--- src/rtl/mux_82_rr_sched.sv ---
// mux_82_rr_sched: round-robin select driver for the 4:1 mux_82.
// Picks a requesting channel, steers the mux to it, captures the settled
// mux output into a one-word output slot and acknowledges the channel.
// A per-channel burst limit stops one channel from monopolising the mux
// while other channels are waiting.
module mux_82_rr_sched #(
  parameter int WIDTH = 8,
  parameter int BURST = 2
) (
  input  logic             clk,
  input  logic             rst_n,
  input  logic [3:0]       req,
  input  logic [WIDTH-1:0] mux_out,
  input  logic             out_ready,
  output logic [1:0]       sel,
  output logic [3:0]       ack,
  output logic [WIDTH-1:0] out_data,
  output logic             out_valid
);

  typedef enum logic {
    IDLE = 1'b0,
    SEL  = 1'b1
  } state_t;

  localparam logic [3:0] BURST_LIM = 4'(BURST);

  state_t           state_reg, state_next;
  logic [1:0]       sel_reg, sel_next;
  logic [3:0]       ack_reg, ack_next;
  logic [WIDTH-1:0] out_data_reg, out_data_next;
  logic             out_valid_reg, out_valid_next;
  logic [1:0]       ptr_reg, ptr_next;
  logic [3:0]       burst_cnt_reg, burst_cnt_next;

  // Rotating scan order: offset gi looks at channel ptr+gi+1 (mod 4), so the
  // last entry is ptr itself and the first hit is the next channel in turn.
  logic [1:0] scan_idx [4];
  logic [3:0] scan_hit;

  genvar gi;
  generate
    for (gi = 0; gi < 4; gi++) begin : g_scan
      assign scan_idx[gi] = ptr_reg + 2'(gi + 1);
      assign scan_hit[gi] = req[scan_idx[gi]];
    end
  endgenerate

  logic       ptr_sole;
  logic       ptr_keeps;
  logic [1:0] winner;
  logic       slot_free;

  assign ptr_sole  = (req == (4'b0001 << ptr_reg));
  assign ptr_keeps = req[ptr_reg] && ((burst_cnt_reg < BURST_LIM) || ptr_sole);
  assign slot_free = !out_valid_reg || out_ready;

  // Winner selection: the last served channel keeps the mux until its burst
  // runs out (or nobody else wants it); otherwise the first requester in turn.
  always_comb begin
    winner = ptr_reg;
    if (!ptr_keeps) begin
      for (int k = 3; k >= 0; k--) begin
        if (scan_hit[k]) begin
          winner = scan_idx[k];
        end
      end
    end
  end

  // Next-state and output-slot logic; every register holds unless changed.
  always_comb begin
    state_next     = state_reg;
    sel_next       = sel_reg;
    ack_next       = 4'b0000;
    out_data_next  = out_data_reg;
    out_valid_next = out_valid_reg;
    ptr_next       = ptr_reg;
    burst_cnt_next = burst_cnt_reg;

    // Consumer draining the slot; a capture below overrides this.
    if (out_valid_reg && out_ready) begin
      out_valid_next = 1'b0;
    end

    case (state_reg)
      IDLE: begin
        if (req != 4'b0000) begin
          sel_next   = winner;
          state_next = SEL;
        end
      end
      SEL: begin
        if (!req[sel_reg]) begin
          // Channel withdrew before being served: forget it, no bookkeeping.
          state_next = IDLE;
        end else if (slot_free) begin
          out_data_next  = mux_out;
          out_valid_next = 1'b1;
          ack_next       = 4'b0001 << sel_reg;
          if (sel_reg == ptr_reg) begin
            burst_cnt_next = (burst_cnt_reg == 4'hf) ? burst_cnt_reg
                                                     : burst_cnt_reg + 4'd1;
          end else begin
            ptr_next       = sel_reg;
            burst_cnt_next = 4'd1;
          end
          state_next = IDLE;
        end
        // Otherwise the slot is full and blocked: hold sel and wait.
      end
    endcase
  end

  // State registers with asynchronous reset; ptr starts at 3 so that
  // channel 0 is first in the rotating scan.
  always_ff @(posedge clk or negedge rst_n) begin
    if (!rst_n) begin
      state_reg     <= IDLE;
      sel_reg       <= 2'b00;
      ack_reg       <= 4'b0000;
      out_data_reg  <= '0;
      out_valid_reg <= 1'b0;
      ptr_reg       <= 2'b11;
      burst_cnt_reg <= 4'd0;
    end else begin
      state_reg     <= state_next;
      sel_reg       <= sel_next;
      ack_reg       <= ack_next;
      out_data_reg  <= out_data_next;
      out_valid_reg <= out_valid_next;
      ptr_reg       <= ptr_next;
      burst_cnt_reg <= burst_cnt_next;
    end
  end

  assign sel       = sel_reg;
  assign ack       = ack_reg;
  assign out_data  = out_data_reg;
  assign out_valid = out_valid_reg;

endmodule

--- config.mk ---
export PLATFORM = sky130hd
export DESIGN_NAME = mux_82_rr_sched
export DESIGN_NICKNAME = d
export VERILOG_FILES = /design/src/rtl/mux_82_rr_sched.sv
export SDC_FILE = /design/constraint.sdc
export NUM_CORES = 1
export LEC_CHECK = 0
export ABC_AREA = 1
export CAP_MARGIN = 0
export CORE_ASPECT_RATIO = 1.4
export CORE_MARGIN = 4
export CORE_UTILIZATION = 48
export DETAILED_ROUTE_END_ITERATION = 16
export PLACE_DENSITY = 0.77
export REMOVE_ABC_BUFFERS = 1
export SETUP_SLACK_MARGIN = 0.2
export SYNTH_ARGS = -nofsm -noshare
export SYNTH_HDL_FRONTEND = slang
export SYNTH_SLANG_ARGS = --single-unit
--- constraint.sdc ---
create_clock -name clk -period 2.36 [get_ports clk]
set_clock_uncertainty 0.2 [all_clocks]
set_input_delay 0.354 -clock clk [delete_from_list [all_inputs] [get_ports clk]]
set_output_delay 0.354 -clock clk [all_outputs]
set_load 0.01 [all_outputs]
-- Word level (Yosys, flattened, before mapping)
Cells that the tools add are included.
- register bits after elaboration: 22
- input bits: 15
- output and inout bits: 15
- word-level logic and storage cells: 62
- $add $sub $neg: 4
- order comparisons: 6
- equal/unequal tests: 4
- shifts and indexed selects: 2
- muxes and demuxes: 27
- bitwise logic cells: 2
- reductions and logical operators: 10
- operators by type and width (cell ; count):
    $mux 4 ; 5
    $lt 2x3->1 const B ; 5
    $mux 1 ; 12
    $bmux 1 s2 ; 5
    $mux 2 ; 4
    $reduce_and 4->1 ; 2
    $shl 1x2->4 const A ; 2
    $add 2x2->2 const B ; 2
    $add 4x1->4 const B ; 1
    $eq 4x4->1 ; 1
    $eq 4x4->1 const B ; 1
    $lt 4x2->1 const B ; 1
    $reduce_bool 4->1 ; 1
    $reduce_and 3->1 ; 1
    $add 2x1->2 const B ; 1
    $eq 2x2->1 ; 1
    $logic_and 1x1->1 ; 2
    $logic_or 1x1->1 ; 2
    $ne 2x2->1 const B ; 1
    $not 1->1 ; 2
    $pmux 1 s2 ; 1
    $reduce_and 2->1 ; 1
    $logic_not 1->1 ; 1

-- Depth between registers and ports, before layout
- depth in word-level cells: 7
- gate-level depth with buffers: 14
- gate-level depth less buffers: 13

-- Worst setup path before layout
OpenSTA, ideal clock, no wires.
- path type: reg-to-reg
- from: reg ptr_reg[0]
- to: reg sel_reg[0], in the netlist sel[0]
- setup time: 0.117 ns
- arrival time: 1.570 ns
- required time: 2.043 ns
- slack: 0.473 ns
- stages on the path, launching flop included: 12
- buffers on the path: 1
- clock period less this slack: 1.887 ns
- cell sequence: dfstp_2 -> buf_4 -> inv_1 -> ha_1 -> inv_1 -> nand3_1 -> nand2_1 -> inv_1 -> nand2_1 -> nand3_1 -> nand3_1 -> nand2_1
- cells in the longest elaborated chain, start to end: 7
- ends and longest elaborated chain (item ; RTL line ; source):
    start: declaration ; 33 ; logic [1:0] ptr_reg, ptr_next;
    start signal: assignment ; 132 ; ptr_reg <= ptr_next;
    $add 2x2->2 ; 44 ; assign scan_idx[gi] = ptr_reg + 2'(gi + 1);
    $bmux 1 s2 ; 45 ; assign scan_hit[gi] = req[scan_idx[gi]];
    $mux 1 (not written as such) ; 45 ;
    $mux 2 (3 in a row) ; 64 ; if (scan_hit[k]) begin
    $mux 2 * ; 62 ; if (!ptr_keeps) begin
    end signal: assignment ; 128 ; sel_reg <= sel_next;
    end: declaration ; 29 ; logic [1:0] sel_reg, sel_next;
Every way passes the cells marked *; elsewhere a longest branch is shown, timed or not. The select of a mux whose other input is x is not followed.
A chain may end at the register's enable or synchronous reset.

-- Worst setup path in the final report
- from: reg sel_reg[0], in the netlist sel[0]
- to: out sel[0]
- RTL lines (item ; RTL line ; source):
    end: declaration ; 15 ; output logic [1:0] sel,
No word-level cell between the ends.

==> run metrics <==
pin count of the biggest net entering global routing=23; TritonRoute pass-1 iters=4; DRC Markers=0; Net Sw Frac=43.3%; Gate Count Post-Synth=177; R2R setup slack=450 ps; Critical Path End Type=output pin; Synth-to-Final Area Change=29.1%; GRT busiest layer=met2; clock power share=12.4%; worst slew pin tran=348 ps; Port Buf Inserts=29; Final ANT Viol Nets=0; met3 global-route usage=2.99%; die height=70.3 um; Levels on crit path=1; placeable core area=0.00264 mm^2; first-pass GRT wire length=5200 um; First DRT Iteration DRCs=25; Starting Density=50.3%; clock root buffer=clkbuf_4; DR vias=1,215; CP Launch Type=register; Hold Fails Final Rpt=0; Mean Syn Cell Area=7.51 um^2; WL/cell=12.4 um; fin area=0.00172 mm^2; clock sink total=22; CP Data Required Time=1810 ps; Die X=52.5 um; Leak Pwr=0.902 nW; RSZ-0062 raised after global routing=no; critical path class=reg2out; initial antenna violation count=0; # rows=22; Overflow after GRT=0; hold crit path type=in2async; Ports=30; vias in the first global route=1,161; max reg flops=8; Num CTS Buffers=3; WL final=3050 um; CTS clk-pin slew, worst paths=120 ps; Gate power share=57.7%; fmax=492 MHz; shortest period the worst path allows=2030 ps; slew margin rel.=76.8%; reg-to-reg endpoint=sel[0]$_DFFE_PN0P_; dpl hpwl=2420 um; GR met2 Demand/Resource=33.4%; FF-to-FF Start=ptr_reg[0]$_DFFE_PN1P_; WHS=190 ps; P_sw=987 uW; Final #Nets=232; die area=0.00369 mm^2; Inserted Diodes=0; Vias/cell=4.92; Pint=1.29 mW; GRT Resource Usage Total=18.5%; H-tree depth=1; Seq/Total Area, Yosys=41.6%; layout cells sized above 1=11.8%; Largest stage delay, worst path=610 ps; fin. max-slew vios=0; #FFs+latches synth=22; maxcap violations=0; Yosys warnings=0; synthesized area=0.00133 mm^2; Placer Congestion=0.852; setup tns final=0 ps; Sequential Power Share=29.9%; crit-path max FO=9; final worst-path cycle share=86.1%; post-CTS sizing=0; cells on worst reg2reg path=13; outcome=finished clean; clk buf depth=2; final cell count without fillers=247; Top delay family on crit path=buffers and inverters; Unique masters post-synth=26; Setup-failing EPs final=0; met1 usage=21.5%; post-placement cell count=240; Max VDD drop=743 uV; Worst EP arrival=1480 ps; Area after DPL=0.00164 mm^2; power density over the cells=1330 mW/mm^2; CP Cell Sequence=clkdlybuf4s50_1; WP buf/inv=1; clk_lat worst skew=300 ps; CTS tree=done; Tot Pwr=2.28 mW; slowest stage cell, crit path=clkdlybuf4s50_1
layer usage:
layer | up-vias | wire, um
li1 | 611 | -
met1 | 565 | 1290
met2 | 37 | 1580
met3 | 2 | 158
met4 | 0 | 28
met5 | - | 0
metrics by stage:
stage | setup WS [ps] | util, %
2_1_floorplan | 513 | -
3_3_place_gp | 350 | 62.1
3_5_place_dp | 214 | 62.1
4_1_cts | 313 | 64.1
5_1_grt | 254 | 65.0
6_report | 329 | 65.0
cells in the mapped netlist:
| cell | n | area (um^2) |
|---|---|---|
| nor3_1 | 1 | 5.00 |
| nand2_2 | 1 | 6.26 |
| nand4_2 | 1 | 12.5 |
| o21ai_2 | 3 | 26.3 |
| a31o_2 | 1 | 8.76 |
| o21ai_0 | 4 | 20.0 |
| buf_2 | 1 | 5.00 |
| nor2_8 | 1 | 20.0 |
| buf_4 | 1 | 7.51 |
| buf_6 | 3 | 33.8 |
| dfrtp_1 | 20 | 500 |
| xor2_1 | 1 | 8.76 |
| nor2_1 | 10 | 37.5 |
| xnor2_1 | 2 | 17.5 |
| o21ai_1 | 2 | 10.0 |
| or2_2 | 1 | 6.26 |
| inv_4 | 1 | 6.26 |
| nand2_1 | 70 | 263 |
| inv_1 | 24 | 90.1 |
| a21oi_1 | 3 | 15.0 |
| inv_2 | 1 | 3.75 |
| nor3_4 | 1 | 16.3 |
| nand3_1 | 15 | 75.1 |
| nand3_2 | 2 | 20.0 |
| ha_1 | 5 | 62.6 |
| dfstp_2 | 2 | 52.6 |
power groups by stage:
stage	logic [mW]	registers, mW	clock network [mW]
2_1_floorplan	0.764	0.732	0
3_3_place_gp	1.22	0.688	0
3_5_place_dp	1.28	0.700	0
4_1_cts	1.28	0.693	0.287
5_1_grt	1.50	0.713	0.310
6_report	1.32	0.682	0.282
timing repair:
item | CTS | global route
buffers inserted | 0 | 3
hold buffers | 0 | 0
hold endpoints to repair | 0 | 0
endpoints found under the setup margin | 0 | 1
logic make-up after synthesis:
logic type / Yosys count / share of synthesized area (%)
simple gates: 103 / 34.7
buf+inv: 31 / 11.0
flops: 22 / 41.6
compound gates: 13 / 6.02
fa+ha+maj: 5 / 4.70
xor+xnor: 3 / 1.98
final cells by class:
class	count	area, um^2
fillers	247	926
multi-input cells	124	631
flip-flops and latches	22	553
repair buffers	35	335
inverters	26	100
well taps	36	45.0
clock inverters	1	30.0
clock buffers	3	22.5
cell usage in the layout, fill, tap and decap left out, drive strengths merged, types with 2 or more instances in the layout:
master	n
nand3	17
a21oi	3
nand2	71
clkdlybuf4s50	29
dfstp	2
dfrtp	20
buf	6
nor2	11
clkbuf	3
o21ai	9
ha	5
nor3	2
inv	26
xnor2	2
worst max-delay path by stage:
stage                                      start                      to  slack (ps)
after floorplan           ptr_reg[0]$_DFFE_PN1P_      sel[0]$_DFFE_PN0P_         510
after global placement                    req[1]  ptr_reg[1]$_DFFE_PN1P_         350
after detailed placement                  req[3]  ptr_reg[1]$_DFFE_PN1P_         210
after CTS                     sel[0]$_DFFE_PN0P_                  sel[0]         310
after global routing          sel[1]$_DFFE_PN0P_                  sel[1]         250
final                         sel[0]$_DFFE_PN0P_                  sel[0]         330
worst reg2reg max path, stage by stage (launching register included):
cell     delay, ps
dfstp_2        550
buf_4          170
ha_1           180
inv_1           50
nand2_1         50
nand2_1         50
nor2_1          90
nand2_1         60
nand2_1        110
nand2_1         80
nand2_1         60
nand2_1         50
nand3_1         60
nand2_1         50
Power figures use the tool's default switching activity.
